--- config.mk ---
export PLATFORM = sky130hd
export DESIGN_NAME = ps2_arrow_decoder_flat
export DESIGN_NICKNAME = d
export VERILOG_FILES = /design/src/rtl/ps2_arrow_decoder_if.sv /design/src/rtl/ps2_arrow_decoder.sv /design/src/flat_wrapper.sv
export SDC_FILE = /design/constraint.sdc
export NUM_CORES = 1
export LEC_CHECK = 0
export BUFFER_PORTS_ARGS = -buffer_cell sky130_fd_sc_hd__buf_2
export CORE_ASPECT_RATIO = 0.9
export CORE_MARGIN = 2
export CORE_UTILIZATION = 58
export CTS_BUF_LIST = sky130_fd_sc_hd__clkbuf_4 sky130_fd_sc_hd__clkbuf_8
export DETAILED_ROUTE_END_ITERATION = 6
export PLACE_DENSITY = 0.87
export SLEW_MARGIN = 20
export SYNTH_ARGS = -nofsm -noshare
export SYNTH_HDL_FRONTEND = slang
export SYNTH_SLANG_ARGS = --single-unit
--- constraint.sdc ---
create_clock -name clock -period 3.1 [get_ports clock]
set_input_delay 0 -clock clock [delete_from_list [all_inputs] [get_ports clock]]
set_output_delay 0 -clock clock [all_outputs]
set_load 0.02 [all_outputs]
--- src/rtl/ps2_arrow_decoder_if.sv ---
// rtl/ps2_arrow_decoder_if.sv - scancode input, held-key levels and move-event handshake
interface ps2_arrow_decoder_if;
   logic [7:0] ps2_key_data;
   logic       ps2_key_pressed;
   logic       up;
   logic       down;
   logic       left;
   logic       right;
   logic       ev_valid;
   logic [1:0] ev_dir;
   logic       ev_ready;
   logic       ev_drop;

   modport master (
      output ps2_key_data, ps2_key_pressed, ev_ready,
      input  up, down, left, right, ev_valid, ev_dir, ev_drop
   );

   modport slave (
      input  ps2_key_data, ps2_key_pressed, ev_ready,
      output up, down, left, right, ev_valid, ev_dir, ev_drop
   );
endinterface

--- src/rtl/ps2_arrow_decoder.sv ---
// rtl/ps2_arrow_decoder.sv - PS/2 make/break/E0 parser producing arrow/WASD levels and move events
module ps2_arrow_decoder #(
   parameter int TIMEOUT_CYCLES = 500000,
   parameter int REPEAT_CYCLES  = 5000000,
   parameter int WASD_EN        = 1
) (
   input logic           clock,
   input logic           reset,
   ps2_arrow_decoder_if.slave bus
);
   typedef enum logic [1:0] {S_IDLE, S_EXT, S_BRK, S_EXT_BRK} state_t;

   localparam int TW = (TIMEOUT_CYCLES > 1) ? $clog2(TIMEOUT_CYCLES) : 1;
   localparam int RW = (REPEAT_CYCLES > 1) ? $clog2(REPEAT_CYCLES) : 1;
   localparam logic [TW-1:0] TO_LAST  = TW'(TIMEOUT_CYCLES - 1);
   localparam logic [RW-1:0] REP_LAST = RW'((REPEAT_CYCLES > 0) ? REPEAT_CYCLES - 1 : 0);
   localparam bit REP_EN = (REPEAT_CYCLES > 0);

   state_t        r_state;
   state_t        w_state_nxt;
   logic [TW-1:0] r_to_cnt;
   logic [RW-1:0] r_rep_cnt;
   logic [3:0]    r_lvl;
   logic          r_last_vld;
   logic [1:0]    r_last_dir;
   logic          r_ev_valid;
   logic [1:0]    r_ev_dir;
   logic          r_ev_drop;

   logic       w_stb;
   logic [7:0] w_byte;
   logic       w_is_e0;
   logic       w_is_f0;
   logic       w_to_hit;
   logic       w_key_act;
   logic       w_key_brk;
   logic       w_key_ext;
   logic       w_hit;
   logic [1:0] w_dir;
   logic       w_make_ev;
   logic       w_brk_hit;
   logic       w_rep_ev;
   logic       w_gen;
   logic [1:0] w_gen_dir;

   assign w_stb    = bus.ps2_key_pressed;
   assign w_byte   = bus.ps2_key_data;
   assign w_is_e0  = (w_byte == 8'hE0);
   assign w_is_f0  = (w_byte == 8'hF0);
   assign w_to_hit = (r_state != S_IDLE) && !w_stb && (r_to_cnt == TO_LAST);

   always_ff @(posedge clock or posedge reset) begin
      if (reset) r_state <= S_IDLE;
      else       r_state <= w_state_nxt;
   end

   always_comb begin
      w_state_nxt = r_state;
      if (w_stb) begin
         case (r_state)
            S_IDLE:  w_state_nxt = w_is_e0 ? S_EXT : (w_is_f0 ? S_BRK : S_IDLE);
            S_EXT:   w_state_nxt = w_is_f0 ? S_EXT_BRK : (w_is_e0 ? S_EXT : S_IDLE);
            default: w_state_nxt = S_IDLE;
         endcase
      end else if (w_to_hit) begin
         w_state_nxt = S_IDLE;
      end
   end

   // Key action: which strobe completes a make or break, and whether it was E0-prefixed
   always_comb begin
      w_key_act = 1'b0;
      w_key_brk = 1'b0;
      w_key_ext = 1'b0;
      if (w_stb) begin
         case (r_state)
            S_IDLE:    w_key_act = !w_is_e0 && !w_is_f0;
            S_EXT: begin
               w_key_act = !w_is_e0 && !w_is_f0;
               w_key_ext = 1'b1;
            end
            S_BRK:     w_key_brk = 1'b1;
            S_EXT_BRK: begin
               w_key_brk = 1'b1;
               w_key_ext = 1'b1;
            end
            default: ;
         endcase
         if (r_state == S_BRK || r_state == S_EXT_BRK) w_key_act = 1'b1;
      end
   end

   always_comb begin
      w_hit = 1'b0;
      w_dir = 2'd0;
      if (w_key_ext) begin
         case (w_byte)
            8'h75: begin w_hit = 1'b1; w_dir = 2'd0; end
            8'h72: begin w_hit = 1'b1; w_dir = 2'd1; end
            8'h6B: begin w_hit = 1'b1; w_dir = 2'd2; end
            8'h74: begin w_hit = 1'b1; w_dir = 2'd3; end
            default: ;
         endcase
      end else if (WASD_EN != 0) begin
         case (w_byte)
            8'h1D: begin w_hit = 1'b1; w_dir = 2'd0; end
            8'h1B: begin w_hit = 1'b1; w_dir = 2'd1; end
            8'h1C: begin w_hit = 1'b1; w_dir = 2'd2; end
            8'h23: begin w_hit = 1'b1; w_dir = 2'd3; end
            default: ;
         endcase
      end
   end

   assign w_make_ev = w_key_act && w_hit && !w_key_brk && !r_lvl[w_dir];
   assign w_brk_hit = w_key_act && w_hit && w_key_brk;
   // A break of the last key in the same cycle as its repeat point suppresses that repeat
   assign w_rep_ev  = REP_EN && r_last_vld && (r_rep_cnt == REP_LAST) &&
                      !(w_brk_hit && (w_dir == r_last_dir));
   assign w_gen     = w_make_ev || w_rep_ev;
   assign w_gen_dir = w_make_ev ? w_dir : r_last_dir;

   always_ff @(posedge clock or posedge reset) begin
      if (reset) begin
         r_to_cnt <= '0;
      end else if (r_state == S_IDLE || w_stb || w_to_hit) begin
         r_to_cnt <= '0;
      end else begin
         r_to_cnt <= r_to_cnt + 1'b1;
      end
   end

   always_ff @(posedge clock or posedge reset) begin
      if (reset) begin
         r_lvl      <= 4'b0000;
         r_last_vld <= 1'b0;
         r_last_dir <= 2'd0;
         r_rep_cnt  <= '0;
      end else if (w_make_ev) begin
         r_lvl[w_dir] <= 1'b1;
         r_last_vld   <= 1'b1;
         r_last_dir   <= w_dir;
         r_rep_cnt    <= '0;
      end else begin
         if (w_brk_hit) begin
            r_lvl[w_dir] <= 1'b0;
            if (r_last_vld && (r_last_dir == w_dir)) r_last_vld <= 1'b0;
         end
         if (REP_EN && r_last_vld) r_rep_cnt <= (r_rep_cnt == REP_LAST) ? '0 : r_rep_cnt + 1'b1;
      end
   end

   always_ff @(posedge clock or posedge reset) begin
      if (reset) begin
         r_ev_valid <= 1'b0;
         r_ev_dir   <= 2'd0;
         r_ev_drop  <= 1'b0;
      end else begin
         r_ev_drop <= 1'b0;
         if (w_gen) begin
            r_ev_valid <= 1'b1;
            r_ev_dir   <= w_gen_dir;
            r_ev_drop  <= r_ev_valid && !bus.ev_ready;
         end else if (r_ev_valid && bus.ev_ready) begin
            r_ev_valid <= 1'b0;
         end
      end
   end

   assign bus.up       = r_lvl[0];
   assign bus.down     = r_lvl[1];
   assign bus.left     = r_lvl[2];
   assign bus.right    = r_lvl[3];
   assign bus.ev_valid = r_ev_valid;
   assign bus.ev_dir   = r_ev_dir;
   assign bus.ev_drop  = r_ev_drop;
endmodule

--- src/flat_wrapper.sv ---
// flat-port wrapper written by rule: the top's interface ports become plain ports
module ps2_arrow_decoder_flat 
#(
   parameter int TIMEOUT_CYCLES = 500000,
   parameter int REPEAT_CYCLES  = 5000000,
   parameter int WASD_EN        = 1
)
  (clock, reset, bus_ps2_key_data, bus_ps2_key_pressed, bus_ev_ready, bus_up, bus_down, bus_left, bus_right, bus_ev_valid, bus_ev_dir, bus_ev_drop);
  ps2_arrow_decoder_if bus_i ();
  input logic clock;
  input logic reset;
  input wire logic [$bits(bus_i.ps2_key_data)-1:0] bus_ps2_key_data;
  input wire logic [$bits(bus_i.ps2_key_pressed)-1:0] bus_ps2_key_pressed;
  input wire logic [$bits(bus_i.ev_ready)-1:0] bus_ev_ready;
  output wire logic [$bits(bus_i.up)-1:0] bus_up;
  output wire logic [$bits(bus_i.down)-1:0] bus_down;
  output wire logic [$bits(bus_i.left)-1:0] bus_left;
  output wire logic [$bits(bus_i.right)-1:0] bus_right;
  output wire logic [$bits(bus_i.ev_valid)-1:0] bus_ev_valid;
  output wire logic [$bits(bus_i.ev_dir)-1:0] bus_ev_dir;
  output wire logic [$bits(bus_i.ev_drop)-1:0] bus_ev_drop;
  assign bus_i.ps2_key_data = bus_ps2_key_data;
  assign bus_i.ps2_key_pressed = bus_ps2_key_pressed;
  assign bus_i.ev_ready = bus_ev_ready;
  assign bus_up = bus_i.up;
  assign bus_down = bus_i.down;
  assign bus_left = bus_i.left;
  assign bus_right = bus_i.right;
  assign bus_ev_valid = bus_i.ev_valid;
  assign bus_ev_dir = bus_i.ev_dir;
  assign bus_ev_drop = bus_i.ev_drop;
  ps2_arrow_decoder #(.TIMEOUT_CYCLES(TIMEOUT_CYCLES), .REPEAT_CYCLES(REPEAT_CYCLES), .WASD_EN(WASD_EN)) u_core (.clock(clock), .reset(reset), .bus(bus_i));
endmodule
==> results of run 1 <==
[cell usage in the layout, fill, tap and decap left out, types with 2 or more instances in the layout]
cell	n
and2_1	4
nor3_1	12
and4_1	3
inv_1	10
or4_1	3
a31oi_1	3
nor2b_1	2
dlygate4sd3_1	3
nand3_1	16
dfrtp_1	55
o21ai_1	2
or4b_2	2
clkbuf_8	5
or3b_1	3
a41oi_1	2
a21oi_1	21
buf_4	6
a211o_1	3
or3_1	4
and3_1	9
ha_1	2
nand2_1	31
o21ai_0	22
nor4b_1	3
nand4b_1	2
nor2_1	48
xnor2_1	9
nand2b_1	4
mux2_4	2
clkbuf_4	2
nand3b_1	5
xor2_1	15
nand4_1	5
a2111oi_0	2
buf_2	19
nor4_1	5
[cells in the mapped netlist, drive strengths merged, types with 5 or more instances]
library cell  count  area [sq um]
dfrtp            55          1380
nand2            31           116
nand4             5          31.3
nor4              6          43.8
nor2             48           180
nand3            16          80.1
clkbuf            5          18.8
nand3b            5          37.5
o21ai            24           120
and3              9          56.3
xnor2             9          78.8
inv              11          41.3
a21oi            22           121
xor2             15           131
nor3             12          60.1
[registers in the layout, summed over array words and instances, names as in the netlist, named ones only]
| signal | cells |
|---|---|
| u_core.r_rep_cnt | 23 |
| u_core.r_to_cnt | 19 |
| u_core.bus.ev_dir | 2 |
| u_core.r_last_dir | 2 |
| u_core.r_state | 2 |
| u_core.bus.ev_drop | 1 |
| u_core.bus.ev_valid | 1 |
| u_core.r_last_vld | 1 |
[area by class of cell]
cell class                      count  share of cell area [%]
Sequential cell                    55                    40.9
Tap cell                           67                    2.49
Inverter                           11                    1.23
Clock buffer                        7                    2.49
Multi-Input combinational cell    267                    47.7
Timing Repair Buffer               28                    5.06
Clock inverter                      1                   0.149
[per-stage QoR]
stage	setup WS, ps	power (mW)	util, %	cells	area, sq um
3_5_place_dp	491	1.44	62.9	425	3250
3_3_place_gp	595	1.41	62.9	425	3250
2_1_floorplan	783	1.30	-	341	3060
6_report	402	1.84	65.2	436	3370
4_1_cts	421	1.84	65.2	436	3370
5_1_grt	243	1.97	65.2	436	3370
[per-layer routing]
layer	share of wire (%)	vias to the layer above	GRT usage [%]
met4	1.3	0	7.91
met5	0	-	0
met1	47	1259	32.5
met3	4.3	8	3.71
li1	-	1273	-
met2	48	64	39.1
[tightest hold or removal path: stages]
cell and delay [ps]:
buf_2 140, a41oi_1 90, a22o_1 180
[cell families after synthesis]
kind of cell	count (synthesis)	share of synthesized area, %
AND/OR/NAND/NOR	169	29.2
buffers and inverters	19	2.66
multiplexers	4	1.67
flip-flops	55	44.9
AO/OA/AOI/OAI	68	13.8
adder cells (fa/ha/maj)	2	0.817
XOR/XNOR	24	6.86
[power groups by stage]
stage | logic (mW) | clock network (mW) | registers [mW]
final | 0.406 | 0.403 | 1.03
after global routing | 0.471 | 0.443 | 1.05
after CTS | 0.407 | 0.412 | 1.02
after detailed placement | 0.404 | 0 | 1.03
after global placement | 0.381 | 0 | 1.03
after floorplan | 0.300 | 0 | 1.00
[final timing paths]
kind / endpoint / slack [ps]
setup / recovery: u_core.bus.ev_dir[1]$_DFFE_PP0P_ / 400
hold / removal: u_core.r_state[1]$_DFFE_PP0P_ / 140
setup reg to reg: u_core.bus.ev_dir[0]$_DFFE_PP0P_ / 470
hold reg to reg: u_core.r_to_cnt[0]$_DFF_PP0_ / 490
max in group asynchronous: u_core.r_rep_cnt[16]$_DFFE_PP0P_ / 1990
min in group asynchronous: asynchronous set/reset pin / 370
[repair_timing]
item | 4_1_cts | 5_1_grt
hold buffers | 3 | 0
gates resized for setup | 0 | 0
endpoints found under the hold margin | 38 | 0
==> run_results.csv, run 1 <==
group,metric,value,unit
detailed_routing,detailedRoute.firstPassIterationCount,4,
worst_setup_path,path_delay_family,"compound AO/OA/AOI/OAI gates",
die,std_cell_rows,25,
worst_hold_path,timing.hold.worst_path_depth,3,
sta,achievable-frequency,0.371,GHz
worst_setup_path,crit_buf_inv,2,
worst_setup_path,slowest_stage,"dlygate4sd3_1",
clock_network,clkLatencyLatePin,310,ps
sta,number_of_hold_violations_in_the_final_report,0,
clock_network,tritoncts,"built",
sta,final.setup.tns,0,ps
clock_network,tritoncts.num_buffers,5,
clock_network,clk_path_buf_depth,2,
global_routing,pin_count_of_the_biggest_net_entering_global_routing,36,
clock_network,root_buffer,"clkbuf_8",
die,pin_count,20,
synthesis,mean_area_per_synthesized_cell,8.98,sq um
final_layout,synthToLayoutAreaGrowth,9.89,%
synthesis,synth.lib_cells_used.distinct,57,
synthesis,synth_fp_nets,355,
worst_setup_path,worst-setup-path-type,"input pin to flop",
power,vdd_drop_max,0.000266,V
sta,final-max-slew-violation-count,0,
detailed_routing,drtIter0Drc,254,
sta,finalHoldWorstSlack,140,ps
final_layout,multi_input_comb_area,0.00161,sq mm
synthesis,most_instantiated_flip_flop_cell_in_the_synthesis_netlist,"dfrtp_1",
die,floorplan.die.width,80.6,um
final_layout,design.final.nets,382,
worst_setup_path,worst_r2r_startpoint,"u_core.r_state[0]$_DFFE_PP0P_",
power,combinationalPowerShare,22.1,%
worst_setup_path,r2r_cells,7,
detailed_routing,number_of_nets_still_failing_antenna_checks_after_routing,0,
synthesis,ys_seq_area_share,44.9,%
placement,place.detailed.hpwl,4.47,mm
clock_network,cts_num_sinks,55,
worst_setup_path,stage_delay_of_the_slowest_cell_on_the_critical_path,530,ps
worst_hold_path,worstHoldStart,"bus_ps2_key_pressed",
die,core,0.00516,sq mm
global_routing,grt_pass1_wl,11.1,mm
power,seqPwrFrac,56.0,%
global_routing,grt_pass1_vias,2479,
run_status,status,"finished clean",
die,die-area,0.00588,sq mm
worst_setup_path,critical_path.startpoint_type,"input pin",
sta,maxSlewHeadroom,32.9,%
worst_setup_path,timing.critical_path.required,3300,ps
detailed_routing,post_drt_wl_per_cell,14.3,um
global_routing,overflow,0,
detailed_routing,routed-via-count,2604,
detailed_routing,drc,0,
synthesis,ys_warn_count,0,
worst_setup_path,cp_data_arrival_time,2900,ps
synthesis,async_flop_share,100,%
placement,portBuffers,19,
clock_network,cts.clk_slew.worst_paths,90,ps
flow_run,cap_violations,0,
power,power_switching_share,34.5,%
final_layout,antennaDiodeCount,0,
power,p_switching,634,uW
sta,timing.clock.skew,4.45,ps
final_layout,fillers,426,
worst_setup_path,cp-startpoint,"bus_ps2_key_data[4]",
detailed_routing,avgViaCountPerCell,5.97,
placement,gp_congestion,0.891,
worst_setup_path,crit_path_max_fanout,7,
worst_setup_path,critical_path.endpoint_type,"flop",
power,clockPowerShare,21.9,%
global_routing,antenna_found_initial,0,
power,power_report.internal_total,1.20,mW
final_layout,seqCellArea,0.00138,sq mm
global_routing,globalRouteTotalUtil,23.8,%
clock_network,post_cts_setup_buffer_count,0,
final_layout,post_route_cells_drive_above_1_share,12.5,%
worst_setup_path,cp_cell_sequence,"dlygate4sd3_1 -> buf_2 -> or3b_1 -> a2111oi_0 -> o32a_1 -> and3_1 -> nand3_1 -> a31oi_2 -> mux2_4",
power,leakage,1.39,nW
worst_setup_path,crit_cells,9,
power,power.density,546,mW/mm^2
sta,worstMarginPinSlew,1010,ps
synthesis,synth_enable_flop_cells,0,
clock_network,htree_num_levels,2,
sta,final.period_utilization,87.0,%
synthesis,postSynthRegisterBits,55,
worst_hold_path,hold_class,"input pin to flop",
sta,setup-violations-final,0,
sta,setup_repair_after_global_routing_missed_its_margin,"false",
synthesis,syn_area,0.00306,sq mm
detailed_routing,routed_wirelength,6.24,mm
die,die_h,72.9,um
synthesis,synthCells,341,
die,effective_utilization_at_floorplan,59.3,%
sta,fin_crit,2700,ps
(Power assumes the default switching activity.)
==> inputs of run 2 (changes only) <==
--- a/config.mk
+++ b/config.mk
@@ -6,7 +6,7 @@
 export NUM_CORES = 1
 export LEC_CHECK = 0
 export BUFFER_PORTS_ARGS = -buffer_cell sky130_fd_sc_hd__buf_2
-export CORE_ASPECT_RATIO = 0.9
+export CORE_ASPECT_RATIO = 0.75
 export CORE_MARGIN = 2
 export CORE_UTILIZATION = 58
 export CTS_BUF_LIST = sky130_fd_sc_hd__clkbuf_4 sky130_fd_sc_hd__clkbuf_8
==> run_results.csv, run 2 (same netlist as run 1, synthesis figures left out) <==
group,metric,value,unit
detailed_routing,routed-via-count,2667,
die,effective_utilization_at_floorplan,61.5,%
power,p_total,1.91,mW
detailed_routing,number_of_nets_still_failing_antenna_checks_after_routing,0,
placement,dp_cells,430,
die,core,0.00498,sq mm
sta,maxSlewHeadroom,51.9,%
sta,timing.clock.skew,11.3,ps
worst_setup_path,stage_delay_of_the_slowest_cell_on_the_critical_path,560,ps
detailed_routing,avgViaCountPerCell,6.06,
detailed_routing,drc,0,
clock_network,post_cts_setup_buffer_count,0,
sta,worstMarginPinSlew,716,ps
detailed_routing,post_drt_wl_per_cell,15.1,um
clock_network,htree_num_levels,2,
detailed_routing,top_layer,"met4",
detailed_routing,drtIter0Drc,181,
placement,dp_slack,459,ps
worst_setup_path,cp_data_arrival_time,3020,ps
run_status,status,"finished clean",
sta,final-max-slew-violation-count,0,
sta,final.setup.tns,0,ps
clock_network,root_buffer,"clkbuf_8",
global_routing,overflow,0,
sta,final.period_utilization,91.2,%
die,std_cell_rows,22,
global_routing,pin_count_of_the_biggest_net_entering_global_routing,37,
sta,timing.final.ws_setup,272,ps
power,vdd_drop_max,0.000262,V
worst_setup_path,crit_path_max_fanout,7,
final_layout,post_layout_nonfiller_instances,440,
detailed_routing,met3_length,375,um
power,power.density,561,mW/mm^2
final_layout,design_area,0.00340,sq mm
final_layout,synthToLayoutAreaGrowth,10.9,%
clock_network,clk_path_buf_depth,2,
sta,fin_crit,2830,ps
power,leakage,1.40,nW
final_layout,antennaDiodeCount,0,
detailed_routing,routed_wirelength,6.67,mm
worst_setup_path,timing.critical_path.required,3290,ps
die,pin_count,20,
final_layout,layout.cells.most_common,"dfrtp_1",
clock_network,cts_num_sinks,55,
final_layout,top_regs,"u_core.r_rep_cnt x23, u_core.r_to_cnt x19",
final_layout,fin_util,68.2,%
placement,portBuffers,19,
worst_setup_path,r2r_slack,680,ps
worst_setup_path,slowest_stage,"a2111oi_0",
detailed_routing,routedLengthMet1,3.07,mm
sta,achievable-frequency,0.354,GHz
global_routing,antenna_found_initial,0,
final_layout,largest_reg_by_ff_count,"u_core.r_rep_cnt",
worst_hold_path,hold_class,"input pin to flop",
sta,number_of_hold_violations_in_the_final_report,0,
global_routing,globalRouteTotalUtil,25.3,%
sta,finalHoldWorstSlack,145,ps
detailed_routing,route.met2.wl,3.13,mm
global_routing,grt_pass1_vias,2568,
clock_network,tritoncts,"built",
clock_network,post_cts_resized,0,
flow_run,cap_violations,0,
clock_network,ctsHoldBuffers,3,
placement,place.detailed.hpwl,4.69,mm
worst_setup_path,worst-setup-path-type,"input pin to flop",
placement,gp_congestion,0.873,
final_layout,design.final.nets,382,
final_layout,post_route_cells_drive_above_1_share,12.5,%
die,floorplan.die.width,87.9,um
worst_setup_path,cp_cell_sequence,"dlygate4sd3_1 -> buf_2 -> or3b_1 -> a2111oi_0 -> o32a_1 -> and3_1 -> nand3_1 -> a31oi_2 -> mux2_4",
clock_network,clkLatencyLatePin,300,ps
detailed_routing,detailedRoute.firstPassIterationCount,5,
final_layout,largest_register_ff_count,23,
global_routing,grt_pass1_wl,11.6,mm
sta,setup-violations-final,0,
die,die-area,0.00588,sq mm
clock_network,cts.clk_slew.worst_paths,90,ps
sta,setup_repair_after_global_routing_missed_its_margin,"false",
final_layout,mostFrequentLayoutCells,"dfrtp_1, nor2_1, nand2_1",
worst_setup_path,critical_path.endpoint_type,"flop",
die,die_h,66.9,um
placement,dpl_cell_area,0.00325,sq mm
clock_network,tritoncts.num_buffers,5,
worst_setup_path,critical_path.startpoint_type,"input pin",
run 2: routing by layer:
layer  GRT usage (%)  vias to the layer above
met3            5.20                        8
met5               0                        -
li1                -                     1275
met4            8.08                        0
met2            42.3                       92
met1            32.8                     1292
run 2: path summary, 6_finish.rpt:
kind,startpoint,endpoint,cells after the start
setup / recovery,bus_ps2_key_data[4],u_core.bus.ev_dir[0]$_DFFE_PP0P_,9
hold / removal,bus_ps2_key_pressed,u_core.r_state[1]$_DFFE_PP0P_,3
setup reg to reg,u_core.r_rep_cnt[15]$_DFFE_PP0P_,u_core.r_rep_cnt[7]$_DFFE_PP0P_,8
hold reg to reg,u_core.r_to_cnt[0]$_DFF_PP0_,u_core.r_to_cnt[0]$_DFF_PP0_,1
max in group asynchronous,reset,u_core.r_rep_cnt[18]$_DFFE_PP0P_,4
min in group asynchronous,reset,u_core.r_to_cnt[12]$_DFF_PP0_,3
run 2: power breakdown:
group | leakage (nW) | switching [mW] | internal (mW) | total, mW
Combinational | 0.659 | 0.247 | 0.170 | 0.416
Clock | 0.0502 | 0.221 | 0.236 | 0.457
Sequential | 0.687 | 0.175 | 0.857 | 1.03
Total | 1.40 | 0.642 | 1.26 | 1.91
run 2: cell type report:
type / count / area (sq um)
multi-input combinational: 267 / 1610
fill: 382 / 1590
sequential: 55 / 1380
timing repair buffer: 28 / 170
tap: 72 / 90.1
clock buffer: 5 / 68.8
inverter: 11 / 41.3
clock inverter: 2 / 37.5
run 2: critical path: cells and delay by family:
kind                   cells  cell delay [ps]
AO/OA/AOI/OAI              3             1180
AND/OR/NAND/NOR            3              800
buffers and inverters      2              700
multiplexers               1              330
